File: src/rtl/mem_resp_demux_pkg.sv
// ============================================================================
// Module : mem_resp_pkg
// Brief  : Shared constants and helpers for the memory response demux.
// Rev    : 1.0
// ============================================================================
`default_nettype none

package mem_resp_pkg;

  localparam logic SEL_IF  = 1'b0;
  localparam logic SEL_MEM = 1'b1;

  // Ceiling log2; returns 1 for values <= 2 so pointers are never zero-width.
  function automatic int clog2(input int value);
    int result;
    result = 1;
    while ((1 << result) < value) begin
      result = result + 1;
    end
    return result;
  endfunction

endpackage

`default_nettype wire

File: src/rtl/mem_resp_demux_tag_fifo.sv
// ============================================================================
// Module : tag_fifo
// Brief  : 1-bit-wide in-order tag FIFO recording the owner of each request.
// Rev    : 1.0
// ============================================================================
`default_nettype none

module tag_fifo
  import mem_resp_pkg::*;
#(
  parameter int DEPTH = 4,
  localparam int PW   = clog2(DEPTH),
  localparam int CW   = PW + 1
) (
  input  logic          clk,
  input  logic          rst,
  input  logic          push_i,
  input  logic          pop_i,
  input  logic          tag_i,
  output logic          head_o,
  output logic [CW-1:0] count_o,
  output logic          full_o,
  output logic          empty_o
);

  logic [DEPTH-1:0] tags_q;
  logic [PW-1:0]    wptr_q;
  logic [PW-1:0]    rptr_q;
  logic [CW-1:0]    count_q;
  logic [CW-1:0]    count_d;

  // The caller guarantees no push while full without a pop, and no pop while empty.
  always_comb begin
    count_d = count_q;
    if (push_i && !pop_i) begin
      count_d = count_q + CW'(1);
    end else if (pop_i && !push_i) begin
      count_d = count_q - CW'(1);
    end
  end

  always_ff @(posedge clk) begin
    if (!rst) begin
      tags_q  <= '0;
      wptr_q  <= '0;
      rptr_q  <= '0;
      count_q <= '0;
    end else begin
      if (push_i) begin
        tags_q[wptr_q] <= tag_i;
        wptr_q         <= wptr_q + PW'(1);
      end
      if (pop_i) begin
        rptr_q <= rptr_q + PW'(1);
      end
      count_q <= count_d;
    end
  end

  assign head_o  = tags_q[rptr_q];
  assign count_o = count_q;
  assign full_o  = (count_q == CW'(DEPTH));
  assign empty_o = (count_q == '0);

endmodule

`default_nettype wire

File: src/rtl/mem_resp_demux.sv
// ============================================================================
// Module : mem_resp_demux
// Brief  : Steers shared-port memory responses back to IF or MEM in request
//          order, with flush-drop and error flags. MEM_RESP_BYPASS_EN selects
//          0-cycle combinational routing instead of registered outputs.
// Rev    : 1.0
// ============================================================================
`default_nettype none

module mem_resp_demux
  import mem_resp_pkg::*;
#(
  parameter int N     = 32,
  parameter int DEPTH = 4
) (
  input  logic         clk,
  input  logic         rst,
  input  logic         req_fire,
  input  logic         req_sel,
  input  logic         flush,
  input  logic         resp_valid,
  input  logic [N-1:0] resp_data,
  output logic         if_valid,
  output logic [N-1:0] if_data,
  output logic         mem_valid,
  output logic [N-1:0] mem_data,
  output logic         full,
  output logic         empty,
  output logic         ovf,
  output logic         orphan
);

  localparam int CW = clog2(DEPTH) + 1;

  logic          w_head;
  logic          w_full;
  logic          w_empty;
  logic [CW-1:0] w_count;
  logic          w_pop;
  logic          w_push;
  logic          w_route;
  logic          w_orphan;

  logic [CW-1:0] drop_q;
  logic [CW-1:0] drop_d;
  logic          ovf_q;
  logic          ovf_d;

  assign w_pop    = resp_valid & ~w_empty;
  assign w_push   = req_fire & (~w_full | w_pop);
  assign w_route  = w_pop & (drop_q == '0);
  assign w_orphan = resp_valid & w_empty & (drop_q == '0);

  tag_fifo #(
    .DEPTH (DEPTH)
  ) u_tag_fifo (
    .clk     (clk),
    .rst     (rst),
    .push_i  (w_push),
    .pop_i   (w_pop),
    .tag_i   (req_sel),
    .head_o  (w_head),
    .count_o (w_count),
    .full_o  (w_full),
    .empty_o (w_empty)
  );

  // Flush marks every entry surviving this edge as stale; a push in the same
  // cycle is a fresh post-flush request and is not counted.
  always_comb begin
    drop_d = drop_q;
    if (flush) begin
      drop_d = w_count - CW'(w_pop);
    end else if (w_pop && (drop_q != '0)) begin
      drop_d = drop_q - CW'(1);
    end
  end

  assign ovf_d = ovf_q | (req_fire & w_full & ~w_pop);

  always_ff @(posedge clk) begin
    if (!rst) begin
      drop_q <= '0;
      ovf_q  <= 1'b0;
    end else begin
      drop_q <= drop_d;
      ovf_q  <= ovf_d;
    end
  end

`ifdef MEM_RESP_BYPASS_EN
  assign if_valid  = w_route & (w_head == SEL_IF);
  assign mem_valid = w_route & (w_head == SEL_MEM);
  assign if_data   = resp_data;
  assign mem_data  = resp_data;
  assign orphan    = w_orphan;
`else
  logic         if_valid_q;
  logic         mem_valid_q;
  logic [N-1:0] if_data_q;
  logic [N-1:0] mem_data_q;
  logic         orphan_q;

  always_ff @(posedge clk) begin
    if (!rst) begin
      if_valid_q  <= 1'b0;
      mem_valid_q <= 1'b0;
      if_data_q   <= '0;
      mem_data_q  <= '0;
      orphan_q    <= 1'b0;
    end else begin
      if_valid_q  <= w_route & (w_head == SEL_IF);
      mem_valid_q <= w_route & (w_head == SEL_MEM);
      orphan_q    <= w_orphan;
      if (w_route && (w_head == SEL_IF)) begin
        if_data_q <= resp_data;
      end
      if (w_route && (w_head == SEL_MEM)) begin
        mem_data_q <= resp_data;
      end
    end
  end

  assign if_valid  = if_valid_q;
  assign mem_valid = mem_valid_q;
  assign if_data   = if_data_q;
  assign mem_data  = mem_data_q;
  assign orphan    = orphan_q;
`endif

  assign full  = w_full;
  assign empty = w_empty;
  assign ovf   = ovf_q;

endmodule

`default_nettype wire

File: config.mk
export PLATFORM = sky130hd
export DESIGN_NAME = mem_resp_demux
export DESIGN_NICKNAME = d
export VERILOG_FILES = /design/src/rtl/mem_resp_demux_pkg.sv /design/src/rtl/mem_resp_demux_tag_fifo.sv /design/src/rtl/mem_resp_demux.sv
export SDC_FILE = /design/constraint.sdc
export NUM_CORES = 1
export LEC_CHECK = 0
export ABC_AREA = 1
export BUFFER_PORTS_ARGS = -buffer_cell sky130_fd_sc_hd__clkbuf_2
export CAP_MARGIN = 20
export CORE_ASPECT_RATIO = 0.75
export CORE_MARGIN = 3
export CORE_UTILIZATION = 55
export CTS_CLUSTER_DIAMETER = 200
export DETAILED_ROUTE_END_ITERATION = 12
export HOLD_SLACK_MARGIN = 0.08
export PLACE_DENSITY = 0.83
export SKIP_LAST_GASP = 1
export SYNTH_ARGS = -nofsm -noshare
export SYNTH_HDL_FRONTEND = slang
export SYNTH_SLANG_ARGS = --single-unit
File: constraint.sdc
create_clock -name clk -period 2.9 [get_ports clk]
set_clock_uncertainty 0.05 [all_clocks]
set_input_delay 0.435 -clock clk [delete_from_list [all_inputs] [get_ports clk]]
set_output_delay 0.435 -clock clk [all_outputs]
set_load 0.005 [all_outputs]
==> summary.md, run 1 <==
| Metric | Value |
|---|---|
| Total Neg Setup Slack | 0 ps |
| Detail Route Antenna Nets | 0 |
| Initial DRC Count | 149 |
| Clk buf depth | 2 |
| Number of violations of the max-capacitance limit | 0 |
| DR DRC count | 0 |
| End point of the critical path | drop_q[2]$_SDFFE_PN0P_ |
| Final critical-path required period | 2075 ps |
| Max Transition Viols Final | 0 |
| Number of resized instances in the post-cts repair step | 0 |
| Capture instance of the worst register-to-register path | drop_q[2]$_SDFFE_PN0P_ |
| Number of clock sinks | 82 |
| Transition time at the pin with the least slew margin | 575.3 ps |
| Post-synthesis cell type with the largest combined area | dfxtp_1 |
| Met3 global-route usage | 5.578% |
| Total inserted antenna cells | 0 |
| Max-slew headroom | 61.61% |
| Leading post-synthesis cells by instance count | nor2_1, nand2_1, dfxtp_1 |
| Starting utilization of the core area | 57.28% |
| Initial antenna violation count | 0 |
| Synth Cell Area | 3950 µm² |
| Global-route usage over all layers | 21.95% |
| Portion of the clock cycle consumed by the worst path in the final layout | 71.56% |
| Status | completed |
| Cell leakage power | 2.301 nW |
| Fill cell instance count of the final layout | 646 |
| Core region area | 6897 µm² |
| Sequential share of the synthesized area | 41.56% |
| Setup CP Type | register to register |
| Post CTS Setup Buffer Count | 0 |
| Final RePlAce weighted congestion | 0.7857 |
| Largest net degree at the start of global routing | 55 |
| Met2 track demand over resource in global routing | 35.86% |
| Register Area | 1642 µm² |
| Final Net Count | 676 |
| Layout cell share with drive strength beyond 1 | 25.79% |
| Post-Synthesis Net Count | 586 |
| Multi-input logic area | 1803 µm² |
| Final setup fails | 0 |
| Wire length of the first global-routing pass | 15060 µm |
| Post-CTS Hold Buffers | 0 |
| Data arrival time of the worst path | 2260 ps |
| Met1 global-route usage | 29.01% |
| X dimension of the die | 103.9 µm |
| Relative area change from synthesis to final layout | 15.08% |
| Critical path startpoint category | register |
| Worst setup slack for register-to-register paths | 820 ps |
| Kind of end point of the critical path | register |
| Post-synthesis instance total | 538 |
| Category of cells accounting for the largest share of critical-path delay | simple AND/OR/NAND/NOR gates |
| Area enclosed by the die boundary | 8245 µm² |
| Post-synth ARST share | 0% |
| Vertical extent of the die | 79.39 µm |
| Final routed wire length divided by cell count | 12.04 µm |
| Count of flip-flops with a built-in enable after synthesis | 0 |
| Detailed placer's ending HPWL | 6315 µm |
| Cell Chain, Critical Path | inv_2 -> nand3_2 -> nand2_1 -> inv_1 -> ha_1 -> ha_1 -> or2_2 -> nand3_1 -> nand2_1 -> a21oi_1 -> nor2_1 |
| Biggest cell delay along the critical path | 390 ps |
| Quantity of I/O buffers inserted on ports | 107 |
| Post-Place Setup Slack | 714.6 ps |
| Final worst-path setup slack | 824.7 ps |
| Worst path slowest cell | dfxtp_1 |
| Worst-path fanout max | 5 |
| Total iterations of the first detailed-routing run | 4 |
| Top post-synthesis cells by area | dfxtp_1, nor2_1, nand3_1 |
| FF+latch count, synth | 82 |
| Clock Pin Slew Worst Setup and Hold Paths | 80 ps |
| Grt peak-use layer | met2 |
| Number of placement rows | 26 |
| Number of vias after detailed routing | 3607 |
| Number of H-tree levels | 3 |
| Buffers plus inverters on the worst setup path | 2 |
| Commonest register cell after synthesis | dfxtp_1 |
| I/O pin count | 108 |
| TritonCTS Buffers | 9 |
| Most common cell in the synthesized netlist | nor2_1 |
| Yosys top cell area share | 41.56% |
| Wire length reported by the detailed router | 8790 µm |
| Reg2reg path depth | 11 |
| Grt total ovfl | 0 |
| Achievable clock frequency | 481.9 MHz |
| CTS root buffer | clkbuf_8 |
| Clock tree from TritonCTS | done |
| Power Dens Cells | 798.0 nW/µm² |
| Worst-Skew Late Latency | 330 ps |
| Count of unique library cells instantiated by Yosys | 29 |
| Highest ir drop seen on vdd | 0.0003267 V |
| Number of global-route vias before repair | 3264 |
| Number of hold violations in the final report | 0 |
| Type of the worst min-delay path | input port to register |
| Via-per-instance ratio | 4.941 |
| CP Depth | 11 |
| Count of cells along the worst hold path | 5 |
| Mean Syn Cell Area | 7.342 µm² |
| Setup repair after global routing missed its margin | no |
| Worst Setup SP | u_tag_fifo.count_o[2]$_SDFFE_PN0P_ |
| Required time of the critical path | 3080 ps |
| Worst R2R Start | u_tag_fifo.count_o[2]$_SDFFE_PN0P_ |
| Number of warnings reported in the yosys synthesis log | 0 |
metal layers:
layer / up-vias / routed length, µm
li1: 1860 / -
met1: 1635 / 4138
met2: 100 / 4036
met3: 12 / 500
met4: 0 / 114
met5: - / 0
layout make-up:
class                           instances  share of cell area [%]
Clock buffer                           10                   2.808
Clock inverter                          5                  0.7157
Inverter                               62                   5.120
Multi-Input combinational cell        361                   39.66
Sequential cell                        82                   36.11
Tap cell                               98                   2.698
Timing Repair Buffer                  112                   12.88
registers in the layout, indices dropped and copies added (netlist names):
name and flops:
drop_q 3, if_data 32, if_valid 1, mem_data 32
mem_valid 1, orphan 1, ovf 1, u_tag_fifo.count_o 3
u_tag_fifo.rptr_q 2, u_tag_fifo.tags_q 4, u_tag_fifo.wptr_q 2
worst min-delay path by stage:
| stage | to | slack (ps) | start |
|---|---|---|---|
| final | mem_data[31]$_SDFFE_PN0P_ | 380 | resp_data[31] |
| after floorplan | ovf$_SDFF_PN0_ | 400 | ovf$_SDFF_PN0_ |
| after global placement | ovf$_SDFF_PN0_ | 400 | ovf$_SDFF_PN0_ |
| after CTS | mem_data[16]$_SDFFE_PN0P_ | 360 | resp_data[16] |
| after global routing | mem_data[28]$_SDFFE_PN0P_ | 400 | resp_data[28] |
| after detailed placement | ovf$_SDFF_PN0_ | 410 | ovf$_SDFF_PN0_ |
tightest hold or removal path, cell delays in order:
cell      delay (ps)
clkbuf_2          80
inv_1             50
nand3_1           70
nand2_1           60
nor2_1            30
layout by cell type (no fill, tap or decap), types with 3 or more instances in the layout:
| master | instances |
|---|---|
| a21oi_2 | 19 |
| buf_4 | 4 |
| inv_2 | 4 |
| nor3_1 | 3 |
| clkinvlp_4 | 3 |
| o21ai_0 | 8 |
| nand3_1 | 77 |
| ha_1 | 9 |
| nand3_2 | 3 |
| nor2_1 | 111 |
| clkbuf_2 | 107 |
| a21oi_1 | 20 |
| nand2_1 | 94 |
| clkbuf_8 | 9 |
| inv_1 | 57 |
| nand4_1 | 4 |
| dfxtp_1 | 82 |
stage by stage:
step           utilization, %  instance area (µm²)  hold WS (ps)  total power, mW  std cells
3_3_place_gp            63.59                 4385         395.9            2.894        715
2_1_floorplan               -                 3950         396.6            2.658        538
3_5_place_dp            63.59                 4385         408.4            2.966        715
5_1_grt                 65.91                 4546         399.1            3.909        730
6_report                65.91                 4546         381.7            3.627        730
4_1_cts                 65.91                 4546         360.0            3.664        730
cells by family after synthesis:
| group | share of synthesized area, % |
|---|---|
| AOI/OAI and AO/OA | 7.761 |
| adders and majority gates | 3.358 |
| buffers and inverters | 12.80 |
| DFF | 41.56 |
| muxes | 0.2534 |
| and+or+nand+nor | 34.27 |
where the power goes:
part           internal [mW]  total (mW)  switching, mW
registers               1.35        1.50          0.154
clock network          0.303       0.693          0.389
logic                  0.545        1.43          0.886
Power figures use the tool's default switching activity.
==> inputs of run 2 (changes only) <==
- CORE_UTILIZATION: 55 -> 47
- PLACE_DENSITY: 0.83 -> 0.76
- clock period: 2.9 -> 1.8 ns (I/O delays scaled with it)
==> run 2 against run 1 <==
- final cell count increased by 3.6%
- via count increased by 1.3%
- worst hold slack got worse by 190 ps
- critical path depth unchanged
- utilization decreased by 5.2 points
- combinational power increased by 88%
- count of clock-buffer cells in the layout increased by 1
- sequential share of layout area decreased by 2.2 points
- die area increased by 16%
- register-to-register slack got worse by 770 ps
- largest cell class unchanged
- maximum frequency increased by 19%
- first-iteration DRC count increased by 52%
- highest routed layer unchanged
==> summary.md, run 2 (synthesis gave the netlist of run 1 again) <==
| Metric | Value |
|---|---|
| Final RePlAce weighted congestion | 0.8531 (+8.6%) |
| Number of vias after detailed routing | 3655 (+1.3%) |
| Clock Pin Slew Worst Setup and Hold Paths | 80 ps (about the same) |
| Data arrival time of the worst path | 1940 ps (-320 ps) |
| Total Neg Setup Slack | 0 ps (unchanged) |
| Reg2reg path depth | 11 (unchanged) |
| Total iterations of the first detailed-routing run | 4 (unchanged) |
| Initial antenna violation count | 0 (unchanged) |
| Final routed wire length divided by cell count | 12.40 µm (+2.9%) |
| TritonCTS Buffers | 9 (unchanged) |
| Wire length of the first global-routing pass | 15290 µm (+1.5%) |
| Max-slew headroom | 81.76% (+20 points) |
| CP Depth | 11 (unchanged) |
| Count of cells along the worst hold path | 5 (unchanged) |
| Critical path startpoint category | register |
| Wire length reported by the detailed router | 9371 µm (+6.6%) |
| Worst setup slack for register-to-register paths | 60 ps (-770 ps) |
| I/O pin count | 108 (unchanged) |
| Transition time at the pin with the least slew margin | 273.6 ps (-301.6 ps) |
| Buffers plus inverters on the worst setup path | 3 (+1) |
| Type of the worst min-delay path | input port to register |
| Initial DRC Count | 226 (+52%) |
| Top library cells by usage in the layout, fill and taps aside | nor2_1, clkbuf_2, nand2_1, dfxtp_1, nand3_1 |
| Relative area change from synthesis to final layout | 23.25% |
| Grt total ovfl | 0 (unchanged) |
| Max Transition Viols Final | 0 (unchanged) |
| Global-route usage over all layers | 19.43% (-2.5 points) |
| Number of placement rows | 28 (+7.7%) |
| Most common library cell in the layout ignoring fill and taps | nor2_1 |
| Final critical-path required period | 1744 ps (-331.7 ps) |
| Area after DPL | 4584 µm² (+4.5%) |
| Final setup fails | 0 (unchanged) |
| Clock tree from TritonCTS | done |
| Clk buf depth | 2 (unchanged) |
| Most used cell along the critical path | nand2_1 |
| Worst R2R Start | u_tag_fifo.count_o[1]$_SDFFE_PN0P_ |
| Total inserted antenna cells | 0 (unchanged) |
| Cell leakage power | 2.432 nW (+5.7%) |
| Setup CP Type | register to register |
| Area of all placed cells without fillers | 4868 µm² (+7.1%) |
| Number of global-route vias before repair | 3328 (+2.0%) |
| Detailed placer's ending HPWL | 6738 µm (+6.7%) |
| Kind of end point of the critical path | register |
| Number of violations of the max-capacitance limit | 0 (unchanged) |
| Final Net Count | 694 (+2.7%) |
| Post-route total power | 6.516 mW (+80%) |
| Portion of the clock cycle consumed by the worst path in the final layout | 96.87% (+25 points) |
| Largest net degree at the start of global routing | 54 (-1.8%) |
| Status | completed |
| Worst path slowest cell | dfxtp_4 |
| Number of hold violations in the final report | 0 (unchanged) |
| Quantity of I/O buffers inserted on ports | 107 (unchanged) |
| Power Dens Cells | 1338 nW/µm² (+68%) |
| Post-CTS Hold Buffers | 0 (unchanged) |
| CTS root buffer | clkbuf_8 |
| Capture instance of the worst register-to-register path | u_tag_fifo.count_o[2]$_SDFFE_PN0P_ |
| Number of H-tree levels | 3 (unchanged) |
| Cell Chain, Critical Path | inv_6 -> nand4_4 -> nand2_1 -> inv_2 -> ha_2 -> inv_1 -> fa_2 -> nand2_1 -> nand3_2 -> o21ai_1 -> a21oi_1 |
| End point of the critical path | u_tag_fifo.count_o[2]$_SDFFE_PN0P_ |
| Worst-path fanout max | 5 (unchanged) |
| Worst Setup SP | u_tag_fifo.count_o[1]$_SDFFE_PN0P_ |
| DR DRC count | 0 (unchanged) |
| Detail Route Antenna Nets | 0 (unchanged) |
| Required time of the critical path | 2000 ps (-1080 ps) |
| Category of cells accounting for the largest share of critical-path delay | adder cells |
| Core region area | 8023 µm² (+16%) |
| Worst-Skew Late Latency | 350 ps (+20 ps) |
| Highest ir drop seen on vdd | 0.0005596 V (+71%) |
| Biggest cell delay along the critical path | 380 ps (about the same) |
| Number of clock sinks | 82 (unchanged) |
| Fill cell instance count of the final layout | 755 (+17%) |
| Area enclosed by the die boundary | 9552 µm² (+16%) |
| Layout cell share with drive strength beyond 1 | 29.34% (+3.5 points) |
| Starting utilization of the core area | 49.24% (-8.0 points) |
| X dimension of the die | 111.9 µm (+7.7%) |
| Via-per-instance ratio | 4.835 (-2.2%) |
| Vertical extent of the die | 85.40 µm (+7.6%) |
| Achievable clock frequency | 573.5 MHz (+19%) |
## run 2: changes by cell type in the layout (fill, tap and decap cells not counted), sizes merged
cell / delta
clkbuf: +1
buf: +18
clkinvlp: -1
bufinv: +1
inv: +1
clkinv: -1
## run 2: area by class of cell
class | count | area, µm² | area share (%)
clock buffer | 11 | 141.4 | 2.904
inverter | 62 | 245.2 | 5.037
tap | 105 | 131.4 | 2.699
sequential | 82 | 1653 | 33.95
clock inverter | 5 | 62.56 | 1.285
multi-input combinational | 361 | 1839 | 37.78
timing repair buffer | 130 | 795.8 | 16.35
## run 2: stage by stage
stage | hold WS, ps | cells | utilization, % | worst slack (ps)
4_1_cts | 179.0 | 752 | 59.76 | -2.120
3_5_place_dp | 396.8 | 736 | 57.14 | -51.80
3_3_place_gp | 390.0 | 736 | 57.14 | 30.61
2_1_floorplan | 396.6 | 538 | - | 9.292
6_report | 188.5 | 756 | 60.68 | 56.41
5_1_grt | 200.4 | 756 | 60.68 | -19.45
## run 2: power breakdown
part	switching (mW)	internal (mW)
Clock	0.686	0.687
Sequential	0.256	2.19
Combinational	1.54	1.15
## run 2: tightest hold or removal path, stage by stage
cell	delay, ps
clkbuf_2	80
inv_1	60
nand3_1	70
nand2_1	50
nor2_1	30
## run 2: timing repair
action	4_1_cts	5_1_grt
pin swaps	0	2
endpoints found under the hold margin	0	0
buffers inserted	0	4
gates cloned	0	0
gates resized for setup	4	16
endpoints found under the setup margin	2	3
## run 2: how the worst min path moves through the flow
| stage | from | to | slack, ps |
|---|---|---|---|
| after floorplan | ovf$_SDFF_PN0_ | ovf$_SDFF_PN0_ | 400 |
| after CTS | resp_data[13] | mem_data[13]$_SDFFE_PN0P_ | 180 |
| after global routing | resp_data[15] | if_data[15]$_SDFFE_PN0P_ | 200 |
| after global placement | ovf$_SDFF_PN0_ | ovf$_SDFF_PN0_ | 390 |
| final | resp_data[13] | mem_data[13]$_SDFFE_PN0P_ | 190 |
| after detailed placement | ovf$_SDFF_PN0_ | ovf$_SDFF_PN0_ | 400 |
## run 2: per-layer routing
metal | up-vias | global-route usage [%] | routed length, µm
met3 | 6 | 5.631 | 573
met5 | - | 0 | 0
met1 | 1656 | 24.44 | 4331
met4 | 0 | 6.409 | 55
met2 | 95 | 32.26 | 4410
li1 | 1898 | - | -
==> inputs of run 3 (changes only) <==
- CORE_MARGIN: 3 -> 5
==> run 3 against run 2 <==
- first-iteration DRC count increased by 4.4%
- utilization decreased by 2.7 points
- final cell count increased by 1.1%
- highest routed layer unchanged
==> summary.md, run 3 (synthesis gave the netlist of run 1 again) <==
| Metric | Value |
|---|---|
| Highest ir drop seen on vdd | 0.0007358 V (+31%) |
| Clock Pin Slew Worst Setup and Hold Paths | 80 ps (about the same) |
| Max-slew headroom | 80.45% (-1.3 points) |
| Worst-path fanout max | 4 (-1) |
| Top library cells by usage in the layout, fill and taps aside | nor2_1, clkbuf_2, nand2_1, dfxtp_1, nand3_1 |
| Quantity of I/O buffers inserted on ports | 107 (unchanged) |
| Setup repair after global routing missed its margin | yes |
| Final cell count without fillers | 764 (+1.1%) |
| Most common library cell in the layout ignoring fill and taps | nor2_1 |
| Fill cell instance count of the final layout | 744 (-1.5%) |
| Portion of the clock cycle consumed by the worst path in the final layout | 95.92% (-0.94 points) |
| Multi-input logic area | 1831 µm² (-0.48%) |
| Clock tree from TritonCTS | done |
| Vertical extent of the die | 89.40 µm (+4.7%) |
| Final worst-path setup slack | 73.39 ps (+16.98 ps) |
| Worst-Skew Late Latency | 360 ps (about the same) |
| Number of global-route vias before repair | 3335 (+0.21%) |
| Number of vias after detailed routing | 3694 (+1.1%) |
| Wire length reported by the detailed router | 9412 µm (+0.44%) |
| Largest net degree at the start of global routing | 62 (+15%) |
| Achievable clock frequency | 579.2 MHz (+0.98%) |
| X dimension of the die | 115.9 µm (+3.6%) |
| Status | completed |
| Number of instances in the placed design | 744 (+1.1%) |
| DR DRC count | 0 (unchanged) |
| Detailed placer's ending HPWL | 6779 µm (+0.61%) |
| Final critical-path required period | 1727 ps (-16.98 ps) |
| Total iterations of the first detailed-routing run | 7 (+3) |
| Number of hold violations in the final report | 0 (unchanged) |
| Type of the worst min-delay path | input port to register |
| TritonCTS Buffers | 9 (unchanged) |
| Number of placement rows | 29 (+3.6%) |
| Detail Route Antenna Nets | 0 (unchanged) |
| Area after DPL | 4576 µm² (-0.19%) |
| Kind of end point of the critical path | register |
| Global-route usage over all layers | 18.24% (-1.2 points) |
| Total inserted antenna cells | 0 (unchanged) |
| Transition time at the pin with the least slew margin | 293.3 ps (+19.68 ps) |
| Final routed wire length divided by cell count | 12.32 µm (-0.61%) |
| Clk buf depth | 2 (unchanged) |
| Post-Place Setup Slack | -30.33 ps (+21.47 ps) |
| Relative area change from synthesis to final layout | 22.01% |
| Layout cell share with drive strength beyond 1 | 30.03% (+0.69 points) |
| Wire length of the first global-routing pass | 15060 µm (-1.5%) |
| Max Transition Viols Final | 0 (unchanged) |
| Area of all placed cells without fillers | 4820 µm² (-1.0%) |
| Via-per-instance ratio | 4.835 (about the same) |
| Number of clock sinks | 82 (unchanged) |
| CTS root buffer | clkbuf_8 |
| Cell leakage power | 2.434 nW (about the same) |
| Data arrival time of the worst path | 1940 ps (about the same) |
| Final Net Count | 699 (+0.72%) |
| Number of H-tree levels | 3 (unchanged) |
| Critical path startpoint category | register |
| Number of violations of the max-capacitance limit | 0 (unchanged) |
| Area enclosed by the die boundary | 10360 µm² (+8.4%) |
| Final RePlAce weighted congestion | 0.8714 (+2.1%) |
| Core region area | 8309 µm² (+3.6%) |
| Grt total ovfl | 0 (unchanged) |
| Initial DRC Count | 236 (+4.4%) |
| Power Dens Cells | 1314 nW/µm² (-1.8%) |
| Required time of the critical path | 2020 ps (+20 ps) |
| Final setup fails | 0 (unchanged) |
| I/O pin count | 108 (unchanged) |
| Register Area | 1648 µm² (-0.30%) |
| Starting utilization of the core area | 47.54% (-1.7 points) |
| Initial antenna violation count | 0 (unchanged) |
| Post-CTS Hold Buffers | 0 (unchanged) |
| Setup CP Type | register to register |
[run 3: metal layers]
metal  share of wire, %  up-vias  global-route usage, %
li1                   -     1912                      -
met1                 44     1655                  22.95
met2                 47      112                  29.92
met3                7.9       15                  5.548
met4                1.4        0                  6.428
met5                  0        -                      0
[run 3: repair_timing]
item / in CTS / in global routing
setup buffers: 0 / 4
endpoints found under the setup margin: 1 / 3
gates resized for setup: 3 / 12
endpoints found under the hold margin: 0 / 0
pin swaps: 0 / 1
[run 3: critical path: stages, from the launching register on]
cell and delay [ps]:
dfxtp_4 370, inv_6 70, nand3_2 70, nand2_2 110, inv_2 50, ha_1 170
ha_1 180, or2_2 270, nand3_1 70, nand2_1 70, a21oi_2 110, nor2_1 40
[run 3: metrics by stage]
stage | TNS, ps | hold WS [ps] | total power, mW | util, %
after floorplan | 0 | 396.6 | 4.299 | -
after global placement | 0 | 390.1 | 4.920 | 55.07
after detailed placement | -30.33 | 401.1 | 5.003 | 55.07
after CTS | -19.41 | 176.7 | 6.262 | 57.34
after global routing | -97.24 | 203.3 | 6.831 | 58.00
final | 0 | 187.8 | 6.333 | 58.00
[run 3: cell type report]
cell class	instances	area share [%]
clock buffer	14	3.583
multi-input combinational	361	37.98
tap	108	2.804
clock inverter	2	0.2077
sequential	82	34.19
inverter	62	4.984
timing repair buffer	135	16.25
[run 3: final timing paths]
kind / start / end / slack, ps / cells after the start
setup / recovery: u_tag_fifo.count_o[0]$_SDFFE_PN0P_ / drop_q[2]$_SDFFE_PN0P_ / 70 / 11
hold / removal: resp_data[9] / if_data[9]$_SDFFE_PN0P_ / 190 / 5
setup reg to reg: u_tag_fifo.count_o[0]$_SDFFE_PN0P_ / drop_q[2]$_SDFFE_PN0P_ / 70 / 11
hold reg to reg: ovf$_SDFF_PN0_ / ovf$_SDFF_PN0_ / 410 / 2
[run 3: where the power goes]
group	leakage, nW	total (mW)	switching (mW)	internal (mW)
Combinational	1.67	2.65	1.51	1.14
Clock	0.0965	1.23	0.621	0.611
Sequential	0.669	2.45	0.261	2.19
